[src/rtl/control_sequencer.sv]
// control_sequencer
//   Hardwired Moore control unit sitting directly upstream of the CPU
//   datapath. It walks the fetch T-states (F0..F2) and then the execute
//   T-states (T3..T7) chosen by the opcode in IR[31:27]. All outputs are a
//   combinational decode of the registered state plus the current opcode.
//
// Optional feature macro: MEM_WAIT_EN
//   When defined, memory states (F1, ld T6, st T7) stall until MemReady is
//   sampled high. A stall of WAIT_LIMIT cycles raises Illegal for one cycle
//   and parks the machine in HALT. When undefined, MemReady is ignored and
//   every memory state lasts exactly one cycle.
//
// Ports
//   clock                 rising-edge clock
//   clear                 synchronous active-high reset (next state RST)
//   IR[31:0]              current instruction, opcode in IR[31:27]
//   MemReady              memory access complete (MEM_WAIT_EN only)
//   Gra/Grb/Grc           register-field selects (IR[26:23]/[22:19]/[18:15])
//   Rin/Rout              load / drive selected general register
//   Cout                  drive sign-extended IR[18:0] onto the bus
//   PCout/PCin/IncPC      program-counter controls
//   MARin/MDRin/MDRout    memory-interface register controls
//   MDRread               1 selects memory data into MDR
//   IRin/Yin/Zin          datapath register loads
//   Zlowout/Zhighout      drive Z low / high half onto the bus
//   HIin/LOin             load HI / LO result registers
//   ALUselect[3:0]        ALU operation code
//   MemRead/MemWrite      memory strobes
//   Run                   1 while executing, 0 once halted
//   Illegal               one-cycle pulse on bad opcode or memory timeout
module control_sequencer #(
  parameter int WAIT_LIMIT = 15
) (
  input  logic        clock,
  input  logic        clear,
  input  logic [31:0] IR,
  input  logic        MemReady,
  output logic        Gra,
  output logic        Grb,
  output logic        Grc,
  output logic        Rin,
  output logic        Rout,
  output logic        Cout,
  output logic        PCout,
  output logic        PCin,
  output logic        IncPC,
  output logic        MARin,
  output logic        MDRin,
  output logic        MDRout,
  output logic        MDRread,
  output logic        IRin,
  output logic        Yin,
  output logic        Zin,
  output logic        Zlowout,
  output logic        Zhighout,
  output logic        HIin,
  output logic        LOin,
  output logic [3:0]  ALUselect,
  output logic        MemRead,
  output logic        MemWrite,
  output logic        Run,
  output logic        Illegal
);

  typedef enum logic [3:0] {
    S_RST, S_F0, S_F1, S_F2, S_T3, S_T4, S_T5, S_T6, S_T7, S_HALT, S_FAULT
  } state_e;

  localparam logic [3:0] ALU_ADD = 4'b0000;

  state_e     state_q, state_d;
  logic [4:0] opcode;
  logic       is_rfmt, is_addi, is_muldiv, is_ld, is_st, is_nop, is_halt;
  logic       mem_go, mem_timeout;

  function automatic logic [3:0] alu_code(input logic [4:0] op);
    case (op)
      5'b00011: alu_code = 4'b0000;
      5'b00100: alu_code = 4'b0001;
      5'b00101: alu_code = 4'b0010;
      5'b00110: alu_code = 4'b0011;
      5'b00111: alu_code = 4'b0100;
      5'b01000: alu_code = 4'b0101;
      5'b01111: alu_code = 4'b0110;
      5'b10000: alu_code = 4'b0111;
      default:  alu_code = 4'b0000;
    endcase
  endfunction

  assign opcode = IR[31:27];

  always_comb begin
    is_rfmt   = 1'b0;
    is_addi   = 1'b0;
    is_muldiv = 1'b0;
    is_ld     = 1'b0;
    is_st     = 1'b0;
    is_nop    = 1'b0;
    is_halt   = 1'b0;
    case (opcode)
      5'b00011, 5'b00100, 5'b00101,
      5'b00110, 5'b00111, 5'b01000: is_rfmt   = 1'b1;
      5'b01100:                     is_addi   = 1'b1;
      5'b01111, 5'b10000:           is_muldiv = 1'b1;
      5'b00000:                     is_ld     = 1'b1;
      5'b00010:                     is_st     = 1'b1;
      5'b11011:                     is_nop    = 1'b1;
      5'b11100:                     is_halt   = 1'b1;
      default: ;
    endcase
  end

`ifdef MEM_WAIT_EN
  localparam int CNT_W = $clog2(WAIT_LIMIT + 1);

  logic [CNT_W-1:0] wait_cnt_q, wait_cnt_d;
  logic             in_mem_state;
  logic             unused_ir;

  assign in_mem_state = (state_q == S_F1) || (state_q == S_T6 && is_ld) ||
                        (state_q == S_T7 && is_st);
  assign mem_go       = MemReady;
  assign mem_timeout  = (wait_cnt_q == CNT_W'(WAIT_LIMIT - 1));
  // Counts only while parked in a memory state; any transition zeroes it,
  // so each memory state starts from 0 on entry.
  assign wait_cnt_d   = (in_mem_state && state_d == state_q) ? wait_cnt_q + 1'b1 : '0;
  assign unused_ir    = ^IR[26:0];

  always_ff @(posedge clock) begin
    if (clear) wait_cnt_q <= '0;
    else       wait_cnt_q <= wait_cnt_d;
  end
`else
  logic unused_in;

  assign mem_go      = 1'b1;
  assign mem_timeout = 1'b0;
  assign unused_in   = ^{IR[26:0], MemReady} ^ WAIT_LIMIT[0];
`endif

  always_ff @(posedge clock) begin
    if (clear) state_q <= S_RST;
    else       state_q <= state_d;
  end

  always_comb begin
    state_d   = state_q;
    Gra       = 1'b0; Grb     = 1'b0; Grc      = 1'b0;
    Rin       = 1'b0; Rout    = 1'b0; Cout     = 1'b0;
    PCout     = 1'b0; PCin    = 1'b0; IncPC    = 1'b0;
    MARin     = 1'b0; MDRin   = 1'b0; MDRout   = 1'b0; MDRread = 1'b0;
    IRin      = 1'b0; Yin     = 1'b0; Zin      = 1'b0;
    Zlowout   = 1'b0; Zhighout = 1'b0; HIin    = 1'b0; LOin    = 1'b0;
    ALUselect = 4'b0000;
    MemRead   = 1'b0; MemWrite = 1'b0;
    Run       = 1'b1; Illegal  = 1'b0;

    case (state_q)
      S_RST: state_d = S_F0;
      S_F0: begin
        PCout = 1'b1; MARin = 1'b1; IncPC = 1'b1; Zin = 1'b1;
        ALUselect = ALU_ADD;
        state_d = S_F1;
      end
      S_F1: begin
        Zlowout = 1'b1; PCin = 1'b1; MemRead = 1'b1; MDRin = 1'b1; MDRread = 1'b1;
        if (mem_go)           state_d = S_F2;
        else if (mem_timeout) state_d = S_FAULT;
      end
      S_F2: begin
        MDRout = 1'b1; IRin = 1'b1;
        state_d = S_T3;
      end
      S_T3: begin
        if (is_rfmt || is_addi || is_ld || is_st) begin
          Grb = 1'b1; Rout = 1'b1; Yin = 1'b1;
          state_d = S_T4;
        end else if (is_muldiv) begin
          Gra = 1'b1; Rout = 1'b1; Yin = 1'b1;
          state_d = S_T4;
        end else if (is_nop) begin
          state_d = S_F0;
        end else if (is_halt) begin
          state_d = S_HALT;
        end else begin
          // Undefined opcode: flag it and carry on as a nop.
          Illegal = 1'b1;
          state_d = S_F0;
        end
      end
      S_T4: begin
        Zin = 1'b1;
        state_d = S_T5;
        if (is_addi || is_ld || is_st) begin
          Cout = 1'b1; ALUselect = ALU_ADD;
        end else if (is_rfmt) begin
          Grc = 1'b1; Rout = 1'b1; ALUselect = alu_code(opcode);
        end else if (is_muldiv) begin
          Grb = 1'b1; Rout = 1'b1; ALUselect = alu_code(opcode);
        end else begin
          Zin = 1'b0;
          state_d = S_F0;
        end
      end
      S_T5: begin
        state_d = S_F0;
        if (is_rfmt || is_addi) begin
          Zlowout = 1'b1; Gra = 1'b1; Rin = 1'b1;
        end else if (is_muldiv) begin
          Zlowout = 1'b1; LOin = 1'b1;
          state_d = S_T6;
        end else if (is_ld || is_st) begin
          Zlowout = 1'b1; MARin = 1'b1;
          state_d = S_T6;
        end
      end
      S_T6: begin
        state_d = S_F0;
        if (is_muldiv) begin
          Zhighout = 1'b1; HIin = 1'b1;
        end else if (is_ld) begin
          MemRead = 1'b1; MDRin = 1'b1; MDRread = 1'b1;
          if (mem_go)           state_d = S_T7;
          else if (mem_timeout) state_d = S_FAULT;
          else                  state_d = S_T6;
        end else if (is_st) begin
          Gra = 1'b1; Rout = 1'b1; MDRin = 1'b1;
          state_d = S_T7;
        end
      end
      S_T7: begin
        state_d = S_F0;
        if (is_ld) begin
          MDRout = 1'b1; Gra = 1'b1; Rin = 1'b1;
        end else if (is_st) begin
          MemWrite = 1'b1;
          if (mem_go)           state_d = S_F0;
          else if (mem_timeout) state_d = S_FAULT;
          else                  state_d = S_T7;
        end
      end
      S_HALT: Run = 1'b0;
      S_FAULT: begin
        Illegal = 1'b1;
        state_d = S_HALT;
      end
      default: state_d = S_RST;
    endcase
  end

endmodule
[config.mk]
export PLATFORM = sky130hd
export DESIGN_NAME = control_sequencer
export DESIGN_NICKNAME = d
export VERILOG_FILES = /design/src/rtl/control_sequencer.sv
export SDC_FILE = /design/constraint.sdc
export NUM_CORES = 1
export LEC_CHECK = 0
export ABC_CLOCK_PERIOD_IN_PS = 5100
export CAP_MARGIN = 20
export CORE_AREA = 2 2 39 41
export CTS_BUF_LIST = sky130_fd_sc_hd__clkbuf_8
export CTS_CLUSTER_DIAMETER = 50
export DETAILED_ROUTE_END_ITERATION = 6
export DIE_AREA = 0 0 41 43
export DONT_BUFFER_PORTS = 1
export PLACE_DENSITY = 0.84
export SYNTH_ARGS = -nofsm -noshare
export SYNTH_HDL_FRONTEND = slang
export SYNTH_SLANG_ARGS = --single-unit
[constraint.sdc]
create_clock -name clock -period 5.1 [get_ports clock]
set_input_delay 0.51 -clock clock [delete_from_list [all_inputs] [get_ports clock]]
set_output_delay 0.51 -clock clock [all_outputs]
set_load 0.03 [all_outputs]
; After elaboration in Yosys (flattened, before gate mapping)
; Memories as Yosys holds them, arrays and structs flattened.
; Cells that the tools add are included.
[classes]
muxes = 76
n_reduce_logical = 11
n_eq_ne = 22
[ops]
columns = operator, n
row1 = 2-to-1 mux 1 bit, 47
row2 = 2-to-1 mux 4 bit, 11
row3 = one-hot mux 4 bit (10 select lines), 1
row4 = == test 5 x 3 -> 1 bit (second input constant), 4
row5 = 2-to-1 mux 3 bit, 6
row6 = one-hot mux 1 bit (2 select lines), 9
row7 = == test 4 x 3 -> 1 bit (second input constant), 4
row8 = == test 5 x 4 -> 1 bit (second input constant), 3
row9 = == test 5 bit (second input constant), 3
row10 = == test 4 bit (second input constant), 3
row11 = == test 5 x 2 -> 1 bit (second input constant), 2
row12 = == test 4 x 2 -> 1 bit (second input constant), 2
row13 = logical OR 1 bit, 6
row14 = OR reduction 6 bit, 1
row15 = zero test 5 bit, 1
row16 = == test 4 x 1 -> 1 bit (second input constant), 1
row17 = zero test 4 bit, 1
row18 = one-hot mux 1 bit (4 select lines), 1
row19 = OR reduction 2 bit, 2
row20 = one-hot mux 1 bit (3 select lines), 1
[totals]
input_bits = 35
mem_bits_ro = 192
n_memories = 2
out_inout_bits = 28
regBits = 4
word_cells = 112
[mem_list]
columns = name, words, word_bits, read_ports, rd_clocked_by_memory_dff, write_ports, line
row1 = (name not given), 32, 3, 1, 0, 0, 77  ; case (op)
row2 = (name not given), 32, 3, 1, 0, 0, 77

; Depth between registers and ports, before layout
[depth]
word_depth = 8
depth_mapped = 7
depth_no_buf = 7

; Worst setup path after synthesis
; No wires, ideal clock.
[synth_path]
path_type = input -> output
from = input port IR[27]
to = output port Gra
slack_ns = 2.271
arrival_time_ns = 2.319
cell_stages = 7
n_path_buf = 0
cell_sequence = inv_1 -> ha_1 -> nor4_2 -> a2111oi_4 -> nand2_1 -> nand2_1 -> o311ai_1
[synth_between]
elab_chain_len = 8
[synth_lines]
columns = element, line
row1 = from (decl), 36  ; input logic [31:0] IR,
row2 = == test 5 x 2 -> 1 bit (tied with other cells), 100  ; case (opcode)
row3 = OR reduction 6 bit, 100
row4 = 2-to-1 mux 1 bit, 100
row5 = logical OR 1 bit, "175, 207"
row6 = logical OR 1 bit (2 in series), 175  ; if (is_rfmt || is_addi || is_ld || is_st) begin
row7 = 2-to-1 mux 1 bit, 175
row8 = one-hot mux 1 bit (4 select lines) (*), 158  ; case (state_q)
row9 = to (decl), 38  ; output logic Gra,
; Every way passes the cells marked *; elsewhere a longest branch is shown, timed or not.

; Final worst setup path
[layout_path]
from = input port IR[27]
to = output port ALUselect[0]
[layout_between]
elab_chain_len = 7
[layout_lines]
columns = element, line
row1 = branches (longest 5 deep; another with memory (32 x 3 bit)), n/a
row2 = 2-to-1 mux 4 bit (*), 194  ; if (is_addi || is_ld || is_st) begin
row3 = 2-to-1 mux 4 bit (*), 158
row4 = to (decl), 58  ; output logic [3:0] ALUselect,
; Mark *: on every way between the ends.

==> results.toml <==
[status]
status = "complete, no violations"

[synthesis]
yosys.area.top_type = "dfxtp_1"
yosysUniqueCellTypes = 45
avgSynthCellArea_um2 = 6.93
synth_edf_count = 0
synth-async-reset-ratio = 0
yosysMostFrequentCell = "nor2_1"
netlist.area_leader.share = 0.100
synth_top_flop_cell = "dfxtp_1"
synth_seq_cells = 4
synthCells = 115
synthTopCellsByCount = "13 x nor2_1, 11 x a21oi_1, 11 x nand2_1"
synthTopCellsByArea = "dfxtp_1 10%, a21oi_1 6.9%, ha_1 6.3%"
syn_area_um2 = 797
yosysSeqAreaShare = 0.100
ys_warn_count = 0
synth_nets = 154

[cts]
cts_made_buffers = 3
hold_buffers = 0
clk_pin_slew_worst_paths_ns = 0.04
cts_resized = 0
cts_setup_buffers = 0
cts_tree = "built"
clk_latency_ns = 0.22
cts_buffer_depth = 2
clkSinkCount = 4
cts_root_buf = "clkbuf_8"
h-tree-depth = 1

[place]
place_ws_ns = 1.82
port_buffers = 0
dp_hpwl_um = 1540
place_congestion = 0.818

[floorplan]
die_w_um = 41
initial_core_util = 0.576
core_um2 = 1380
io_pins = 63
dieArea_um2 = 1760
die_h_um = 43
rows = 14

[detailed_routing]
ant_nets = 0
drtIter0Drc = 27
wl_met3_um = 141
m1WireLength_um = 798
wl_met2_um = 1060
dr.pass1.iters = 4
viasPerCell = 6.91
wl_um = 2010
wl_per_cell_um = 16.4
top_layer_used = "met4"
drc_errors = 0
vias = 850

[min_path]
hold_path.class = "in -> reg"

[setup_path]
crit_required_ns = 4.59
cp.arrival_ns = 2.80
cp-end-kind = "output port"
crit_fanout = 14
critPathKind = "in -> out"
start_kind = "primary input"

[global_routing]
grt.overflow.total = 0
grt_max_degree = 18
grt_pass1_vias = 719
grtUsageTotal = 0.238
antenna_found_initial = 0
grt_first_pass_wirelength_um = 2950

[final_layout]
top_regs = "state_q (4)"
insertedDiodeCount = 0
layout-drive-gt1-share = 0.131
largest_register_ffs = 4
largest-register = "state_q"
nets = 148
syn_to_final_growth_pct = 1.73

[timing]
worst_pin_slew_ns = 1.02
fin_skew_ns = 0.00117
fmax_mhz = 302
fin_ws_ns = 1.79
timing.final.crit_share = 0.648
timing.slew.headroom = 0.312
post-route-min-period_ns = 3.31
rsz0062_at_grt = "no"
setup_viol = 0
finalMaxSlewViolations = 0
final_hold_viol_count = 0
tns_ns = 0

[pwr]
ir_drop_mv = 0.133
powerDensity_nw_per_um2 = 215
leakage_uw = 0.000278

[flow_run]
maxCapViolCount = 0
cell usage in the layout (no fill, tap or decap), types with 2 or more instances in the layout:
master and count:
a211oi_1 2, a21oi_1 11, a32oi_1 3, clkbuf_8 3, dfxtp_1 4, ha_1 4, inv_1 5, nand2_1 11
nand2b_1 5, nand3b_1 2, nand4_1 2, nor2_1 13, nor2b_1 2, nor3_1 5, nor3_2 3, o21ai_0 2
o31a_1 3
per-stage QoR:
step / area (µm²) / instances / hold slack, ns / utilization / power (µW)
3_5_place_dp: 769 / 120 / 0.586 / 0.556 / 106
4_1_cts: 811 / 123 / 0.360 / 0.586 / 174
6_report: 811 / 123 / 0.361 / 0.586 / 174
5_1_grt: 811 / 123 / 0.362 / 0.586 / 181
2_1_floorplan: 797 / 115 / 0.579 / - / 102
3_3_place_gp: 769 / 120 / 0.589 / 0.556 / 104
cell type report:
class / count / area [µm²]
clock buffers: 3 / 41.3
well taps: 16 / 20.0
repair buffers: 1 / 7.51
flip-flops and latches: 4 / 80.1
fillers: 130 / 573
multi-input cells: 94 / 643
inverters: 5 / 18.8
worst max-delay path, cell delays in order:
cell and delay, ns:
inv_1 0.09, ha_1 0.47, inv_1 0.19, a2111oi_4 0.54
nand2_1 0.18, a21o_1 0.24, a31oi_1 0.57
where the power goes:
| part | switching, µW | internal (µW) | leakage (µW) | total (µW) |
|---|---|---|---|---|
| Sequential | 7.78 | 33.9 | 0.0000329 | 41.7 |
| Combinational | 45.2 | 19.2 | 0.000223 | 64.4 |
| Clock | 17.9 | 50.5 | 0.0000216 | 68.3 |
layer usage:
layer / GRT usage / vias up
li1: - / 409
met1: 0.266 / 408
met2: 0.416 / 31
met3: 0.0471 / 2
met4: 0.0800 / 0
met5: 0 / -
kinds of logic (layout without fill, tap and decap cells):
| group | count (synthesis) | in the layout | share of synthesized area |
|---|---|---|---|
| XOR/XNOR | 1 | 1 | 0.0110 |
| other | 1 | 1 | 0.00471 |
| flip-flops | 4 | 4 | 0.100 |
| multiplexers | 2 | 2 | 0.0267 |
| adder cells (fa/ha/maj) | 4 | 4 | 0.0628 |
| buffers and inverters | 17 | 9 | 0.105 |
| AO/OA/AOI/OAI | 35 | 35 | 0.352 |
| AND/OR/NAND/NOR | 51 | 51 | 0.338 |
worst paths after layout:
kind	slack, ns	from	endpoint	cells past startpoint
worst min-delay path	0.36	clear	state_q[0]	1
worst max register to register	3.32	state_q[0]	state_q[2]	3
worst min register to register	0.74	state_q[0]	state_q[3]	2
worst max-delay path	1.79	IR[27]	ALUselect[0]	7
Power figures use the tool's default switching activity.
